[config.mk]
export PLATFORM = sky130hd
export DESIGN_NAME = pipelined_multiplier_vr
export DESIGN_NICKNAME = d
export VERILOG_FILES = /design/src/rtl/pipelined_multiplier_vr.sv
export SDC_FILE = /design/constraint.sdc
export NUM_CORES = 2
export LEC_CHECK = 0
export CAP_MARGIN = 20
export CORE_MARGIN = 3
export CORE_UTILIZATION = 35
export CTS_CLUSTER_SIZE = 16
export DETAILED_ROUTE_END_ITERATION = 10
export REMOVE_ABC_BUFFERS = 1
export SYNTH_ARGS = -nofsm -noshare
export SYNTH_HDL_FRONTEND = slang
export SYNTH_SLANG_ARGS = --single-unit
[constraint.sdc]
create_clock -name clk -period 26.1 [get_ports clk]
set_clock_uncertainty 0.15 [all_clocks]
set_input_delay 5.22 -clock clk [delete_from_list [all_inputs] [get_ports clk]]
set_output_delay 5.22 -clock clk [all_outputs]
set_load 0.005 [all_outputs]
[src/rtl/pipelined_multiplier_vr.sv]
// Streaming DATA_LEN x DATA_LEN multiplier with valid/ready handshakes and an in-flight counter.
// Define MULT_SIGNED_EN for two's-complement operands; the default build is unsigned.
module pipelined_multiplier_vr #(
    parameter int unsigned DATA_LEN       = 32,
    parameter int unsigned PIPELINE_STAGE = 2
) (
    input  logic                clk,
    input  logic                reset,
    input  logic                in_valid,
    output logic                in_ready,
    input  logic [DATA_LEN-1:0] a,
    input  logic [DATA_LEN-1:0] b,
    output logic                out_valid,
    input  logic                out_ready,
    output logic [DATA_LEN-1:0] result,
    output logic [DATA_LEN-1:0] result_hi,
    output logic                overflow,
    output logic [3:0]          in_flight,
    output logic                idle
);

    localparam int unsigned ProdW = 2 * DATA_LEN;
    localparam int unsigned Last  = PIPELINE_STAGE - 1;

    logic                      stall;
    logic                      accept;
    logic                      out_fire;
    logic [ProdW-1:0]          a_ext;
    logic [ProdW-1:0]          b_ext;
    logic [ProdW-1:0]          pp_lo;
    logic [DATA_LEN-1:0]       pp_hi;
    logic [PIPELINE_STAGE-1:0] vld_q, vld_d;
    logic [ProdW-1:0]          prod_q [PIPELINE_STAGE];
    logic [ProdW-1:0]          prod_d [PIPELINE_STAGE];
    logic [DATA_LEN-1:0]       hi_q, hi_d;
    logic [3:0]                cnt_q, cnt_d;

`ifdef MULT_SIGNED_EN
    assign a_ext = {{DATA_LEN{a[DATA_LEN-1]}}, a};
    assign b_ext = {{DATA_LEN{b[DATA_LEN-1]}}, b};
`else
    assign a_ext = {{DATA_LEN{1'b0}}, a};
    assign b_ext = {{DATA_LEN{1'b0}}, b};
`endif

    // Product modulo 2^ProdW as lo-half and hi-half partial products; the hi-half term only
    // contributes its low DATA_LEN bits once shifted up, so it is kept at DATA_LEN width.
    assign pp_lo = a_ext * {{DATA_LEN{1'b0}}, b_ext[DATA_LEN-1:0]};
    assign pp_hi = a * b_ext[ProdW-1:DATA_LEN];

    assign out_valid = vld_q[Last];
    assign stall     = out_valid && !out_ready;
    assign in_ready  = !stall;
    assign accept    = in_valid && in_ready;
    assign out_fire  = out_valid && out_ready;

    always_comb begin
        vld_d  = vld_q;
        prod_d = prod_q;
        hi_d   = hi_q;
        if (!stall) begin
            vld_d[0] = accept;
            for (int k = 1; k < PIPELINE_STAGE; k++) begin
                vld_d[k] = vld_q[k-1];
            end
        end
        // Data registers load only behind a valid op so undriven operands never propagate.
        if (accept) begin
            if (PIPELINE_STAGE == 1) begin
                prod_d[0] = pp_lo + {pp_hi, {DATA_LEN{1'b0}}};
            end else begin
                prod_d[0] = pp_lo;
                hi_d      = pp_hi;
            end
        end
        if (!stall) begin
            for (int k = 1; k < PIPELINE_STAGE; k++) begin
                if (vld_q[k-1]) begin
                    if (k == 1) begin
                        prod_d[k] = prod_q[0] + {hi_q, {DATA_LEN{1'b0}}};
                    end else begin
                        prod_d[k] = prod_q[k-1];
                    end
                end
            end
        end
    end

    always_comb begin
        cnt_d = cnt_q;
        case ({accept, out_fire})
            2'b10:   cnt_d = cnt_q + 4'd1;
            2'b01:   cnt_d = cnt_q - 4'd1;
            default: cnt_d = cnt_q;
        endcase
    end

    always_ff @(posedge clk) begin
        if (reset) begin
            vld_q  <= '0;
            prod_q <= '{default: '0};
            hi_q   <= '0;
            cnt_q  <= '0;
        end else begin
            vld_q  <= vld_d;
            prod_q <= prod_d;
            hi_q   <= hi_d;
            cnt_q  <= cnt_d;
        end
    end

    assign result    = prod_q[Last][DATA_LEN-1:0];
    assign result_hi = prod_q[Last][ProdW-1:DATA_LEN];
    assign in_flight = cnt_q;
    assign idle      = (cnt_q == 4'd0);

`ifdef MULT_SIGNED_EN
    assign overflow = (result_hi != {DATA_LEN{result[DATA_LEN-1]}});
`else
    assign overflow = (result_hi != '0);
`endif

endmodule
Yosys cells after proc, flatten, opt, wreduce, memory -nomap -nowiden
Index checks and enable logic that the tools add are counted.
{"block": "word_totals", "input_bits": 68, "word_cells": 20, "mem_bits_ro": 0, "reg_bits": 134, "ramBits": 0, "latch_bits": 0, "mem_count": 0}
{"block": "op_classes", "div": 0, "n_reduce_logical": 9, "n_eq_ne": 2, "n_bitwise": 1, "mux": 1, "multipliers": 1, "order_cmp": 0, "addsub": 2, "n_shift": 0}
{"cell": "32-bit by 32-bit multiplier with 64-bit output", "n": 1}
{"cell": "32-bit nonzero test", "n": 1}
{"cell": "4-bit case mux with 2 select lines", "n": 1}
{"cell": "4-bit by 1-bit adder with 4-bit output, second input constant", "n": 1}
{"cell": "4-bit zero test", "n": 1}
{"cell": "4-bit by 1-bit subtractor with 4-bit output, second input constant", "n": 1}
{"cell": "1-bit logical AND", "n": 3}
{"cell": "2-bit by 1-bit == test with 1-bit output, second input constant", "n": 1}
{"cell": "2-bit == test, second input constant", "n": 1}
{"cell": "1-bit zero test", "n": 2}
{"cell": "2-bit AND reduction", "n": 1}
{"cell": "2-bit nonzero test", "n": 1}
{"cell": "1-bit NOT", "n": 1}

Longest topological paths before layout
{"block": "logic_depth", "depth_word": 6, "depth_mapped": 27, "depth_no_buf": 25}

Worst setup path after synthesis
Ideal clock, no wire load.
{"block": "synth_timing", "path_type": "input -> register", "from": "input a[29]", "to": "register prod_q[127] (netlist bit)", "t_required_ns": 25.876, "setup_time_ns": 0.074, "path_slack_ns": 13.864, "arrival_ns": 12.012, "cell_stages": 24, "path_cell_list": "clkbuf_1 -> nand2_1 -> fa_1 -> inv_1 -> fa_1 -> inv_1 -> fa_1 -> fa_1 -> inv_1 -> fa_1 -> fa_1 -> fa_1 -> fa_1 -> ha_1 -> clkbuf_1 -> a21oi_1 -> o211ai_1 -> a211oi_1 -> nor3_1 -> o32ai_1 -> nor2_2 -> a311o_1 -> o32a_1 -> a31oi_1"}
{"block": "synth_between", "elab_chain_len": 1}
{"item": "start: declaration", "line_no": "11", "text": "input logic [DATA_LEN-1:0] a,"}
{"item": "32-bit by 32-bit multiplier with 64-bit output", "line_no": "48", "text": "assign pp_lo = a_ext * {{DATA_LEN{1'b0}}, b_ext[DATA_LEN-1:0]};"}
{"item": "end signal: assignment", "line_no": "106", "text": "prod_q <= prod_d;"}
{"item": "end: declaration", "line_no": "33", "text": "logic [ProdW-1:0] prod_q [PIPELINE_STAGE];"}
Every way passes these cells.
A chain may end at the register's enable or synchronous reset.

Worst setup path in the final report
{"block": "layout_timing", "from": "input a[12]", "to": "register prod_q[112] (netlist bit)"}
The elaborated chain is that of the path after synthesis.

==> flow_metrics.tcl <==
set metrics [dict create \
    run_status "finished clean" \
    via_count 28480 \
    holdCritStartpoint "prod_q[74]" \
    grt.total_usage_pct 19.77 \
    nNetsFinal 5483 \
    cts_tree "built" \
    rr_startpoint "vld_q[1]" \
    min_path_type "reg2reg" \
    yosysUniqueCellTypes 63 \
    cts_hold_buf 0 \
    antenna_found_initial 1 \
    drtAntennaViolNets 0 \
    slew_viol_final 0 \
    via_per_inst 4.960 \
    critPathSlowestCell "a21boi_0" \
    num_rows 121 \
    drt_pre_antenna_iters 8 \
    drtIter0Drc 1592 \
    hpwl_mm 85.18 \
    max_slew_margin_pct 29.89 \
    grt_pass1_vias 31340 \
    core_sq_um 109200 \
    synth_edf_count 0 \
    htree_levels 4 \
    syn_inst 4350 \
    cp_max_fo 32 \
    final_common_cell "fa_1" \
    worstPathArrival_ns 13.54 \
    cts_made_buffers 17 \
    pin_count 140 \
    totalWireLength_mm 109.1 \
    final_util_pct 38.00 \
    routedWlPerCell_microns 19.01 \
    port_buffers 139 \
    finalCritPeriodShare_pct 51.33 \
    grt-ovfl-total 0 \
    syn-mean-instance-area_sq_um 8.873 \
    syn_to_final_growth_pct 7.452 \
    rsz0062_at_grt "false" \
    synthArstFlopShare_pct 0 \
    n_fill_cell 11120 \
    ys.flop_type "dfxtp_1" \
    yosys_warnings 0 \
    final_hold_viol_count 0 \
    fp.dieH_microns 338.1 \
    setup_violations 0 \
    cts_setup_buffers 0 \
    cp-startpoint "a[12]" \
    drc 0 \
    seq_area_frac_synth_pct 6.950 \
    grt_first_pass_wirelength_mm 176.4 \
    hold_slack_ns 0.3014 \
    tns_ns 0 \
    period_needed_ns 13.40 \
    cap_violations 0 \
    ys_seq_elements 134 \
    clk_latency_ns 0.44 \
    fmax_mhz 74.65 \
    syn_area_sq_um 38600 \
    initial_core_util_pct 35.36 \
    crit_path_frequent_cell "fa_1" \
    ctsLongestPathBuffers 2 \
    cp_slowest_stage_delay_ns 0.63 \
    fin_ws_ns 12.70 \
    antenna_cells 0 \
    required_ns 26.24 \
    cp-end-kind "register" \
    tightest_slew_ns 1.042 \
    drive_above_1_share_pct 2.814 \
    ctsResizeCount 0 \
    crit_type "in2reg" \
    layout_common_cells "fa_1, inv_1, nand2_1, and2_1, ha_1" \
    clockRootBuffer "clkbuf_16" \
    startpoint_type "primary input" \
    dieWidth_microns 338.1 \
    die_area_sq_um 114300 \
    numClockSinks 134 \
    gp_congestion 0.8822 \
    pre_cts_ws_ns 12.34 \
    grt_max_degree 65 \
    clk_pin_slew_ns 0.06 \
]
[critical path, delay by kind of cell]
| kind | cells | cell delay, ns |
|---|---|---|
| compound gates | 6 | 1.97 |
| simple gates | 3 | 0.62 |
| xor+xnor | 1 | 0.19 |
| fa+ha+maj | 9 | 4.40 |
| buf+inv | 6 | 1.08 |
[kinds of logic (layout without fill, tap and decap cells)]
kind of cell	count (synthesis)	after routing	synth area share [%]
AND/OR/NAND/NOR	1437	1437	18.52
adder cells (fa/ha/maj)	1163	1163	55.15
flip-flops	134	134	6.950
AO/OA/AOI/OAI	372	372	5.968
XOR/XNOR	51	51	1.157
multiplexers	2	2	0.05187
buffers and inverters	1191	1106	12.20
[through the flow]
stage	instances	area (sq um)
2_1_floorplan	4028	37150
3_3_place_gp	5708	40860
3_5_place_dp	5708	40860
4_1_cts	5740	41450
5_1_grt	5741	41470
6_report	5741	41470
[layout make-up]
class | count | area [sq um] | share of cell area [%]
clock buffers | 23 | 498.0 | 1.201
clock inverters | 9 | 90.09 | 0.2172
inverters | 869 | 3262 | 7.865
multi-input cells | 3025 | 31210 | 75.25
flip-flops and latches | 134 | 2683 | 6.468
well taps | 1476 | 1847 | 4.453
repair buffers | 205 | 1884 | 4.543
[worst paths after layout]
| check | endpoint | cells past startpoint | slack [ns] |
|---|---|---|---|
| max | prod_q[112] | 25 | 12.70 |
| min | prod_q[74] | 2 | 0.30 |
| max reg2reg | prod_q[113] | 10 | 23.16 |
| min reg2reg | prod_q[74] | 2 | 0.30 |
[metal layers]
metal | global-route usage [%] | wire (microns) | up-vias
li1 | - | - | 12610
met2 | 34.60 | 54130 | 795
met5 | 0 | 0 | -
met1 | 25.95 | 46360 | 14910
met3 | 2.704 | 5972 | 161
met4 | 4.572 | 2655 | 0
[Yosys cell counts (6+ instances only)]
cell type | instances | area (sq um)
xnor2_1 | 32 | 280.3
nor2_1 | 45 | 168.9
o21ai_0 | 53 | 265.3
nand4_1 | 22 | 137.6
and2_1 | 606 | 3791
and3_1 | 13 | 81.33
nor4_1 | 12 | 75.07
buf_4 | 64 | 480.5
nor3_1 | 13 | 65.06
fa_1 | 897 | 17960
a21o_1 | 45 | 337.8
buf_1 | 8 | 30.03
a31oi_1 | 13 | 81.33
nand2_1 | 690 | 2590
inv_1 | 869 | 3262
ha_1 | 266 | 3328
xor2_1 | 19 | 166.4
o21a_1 | 10 | 75.07
dfxtp_1 | 134 | 2683
o21bai_1 | 17 | 127.6
a221oi_1 | 6 | 52.55
clkbuf_1 | 250 | 938.4
nand3_1 | 13 | 65.06
o211ai_1 | 10 | 75.07
a21oi_1 | 168 | 840.8
[state kept, by name, summed over array words and instances, names as in the netlist]
name,flops
result,32
in_flight,4
vld_q,2
prod_q,64
result_hi,32
Power is not shown: default switching activity piles up to over one toggle a cycle in this logic, so the estimate is an artifact.
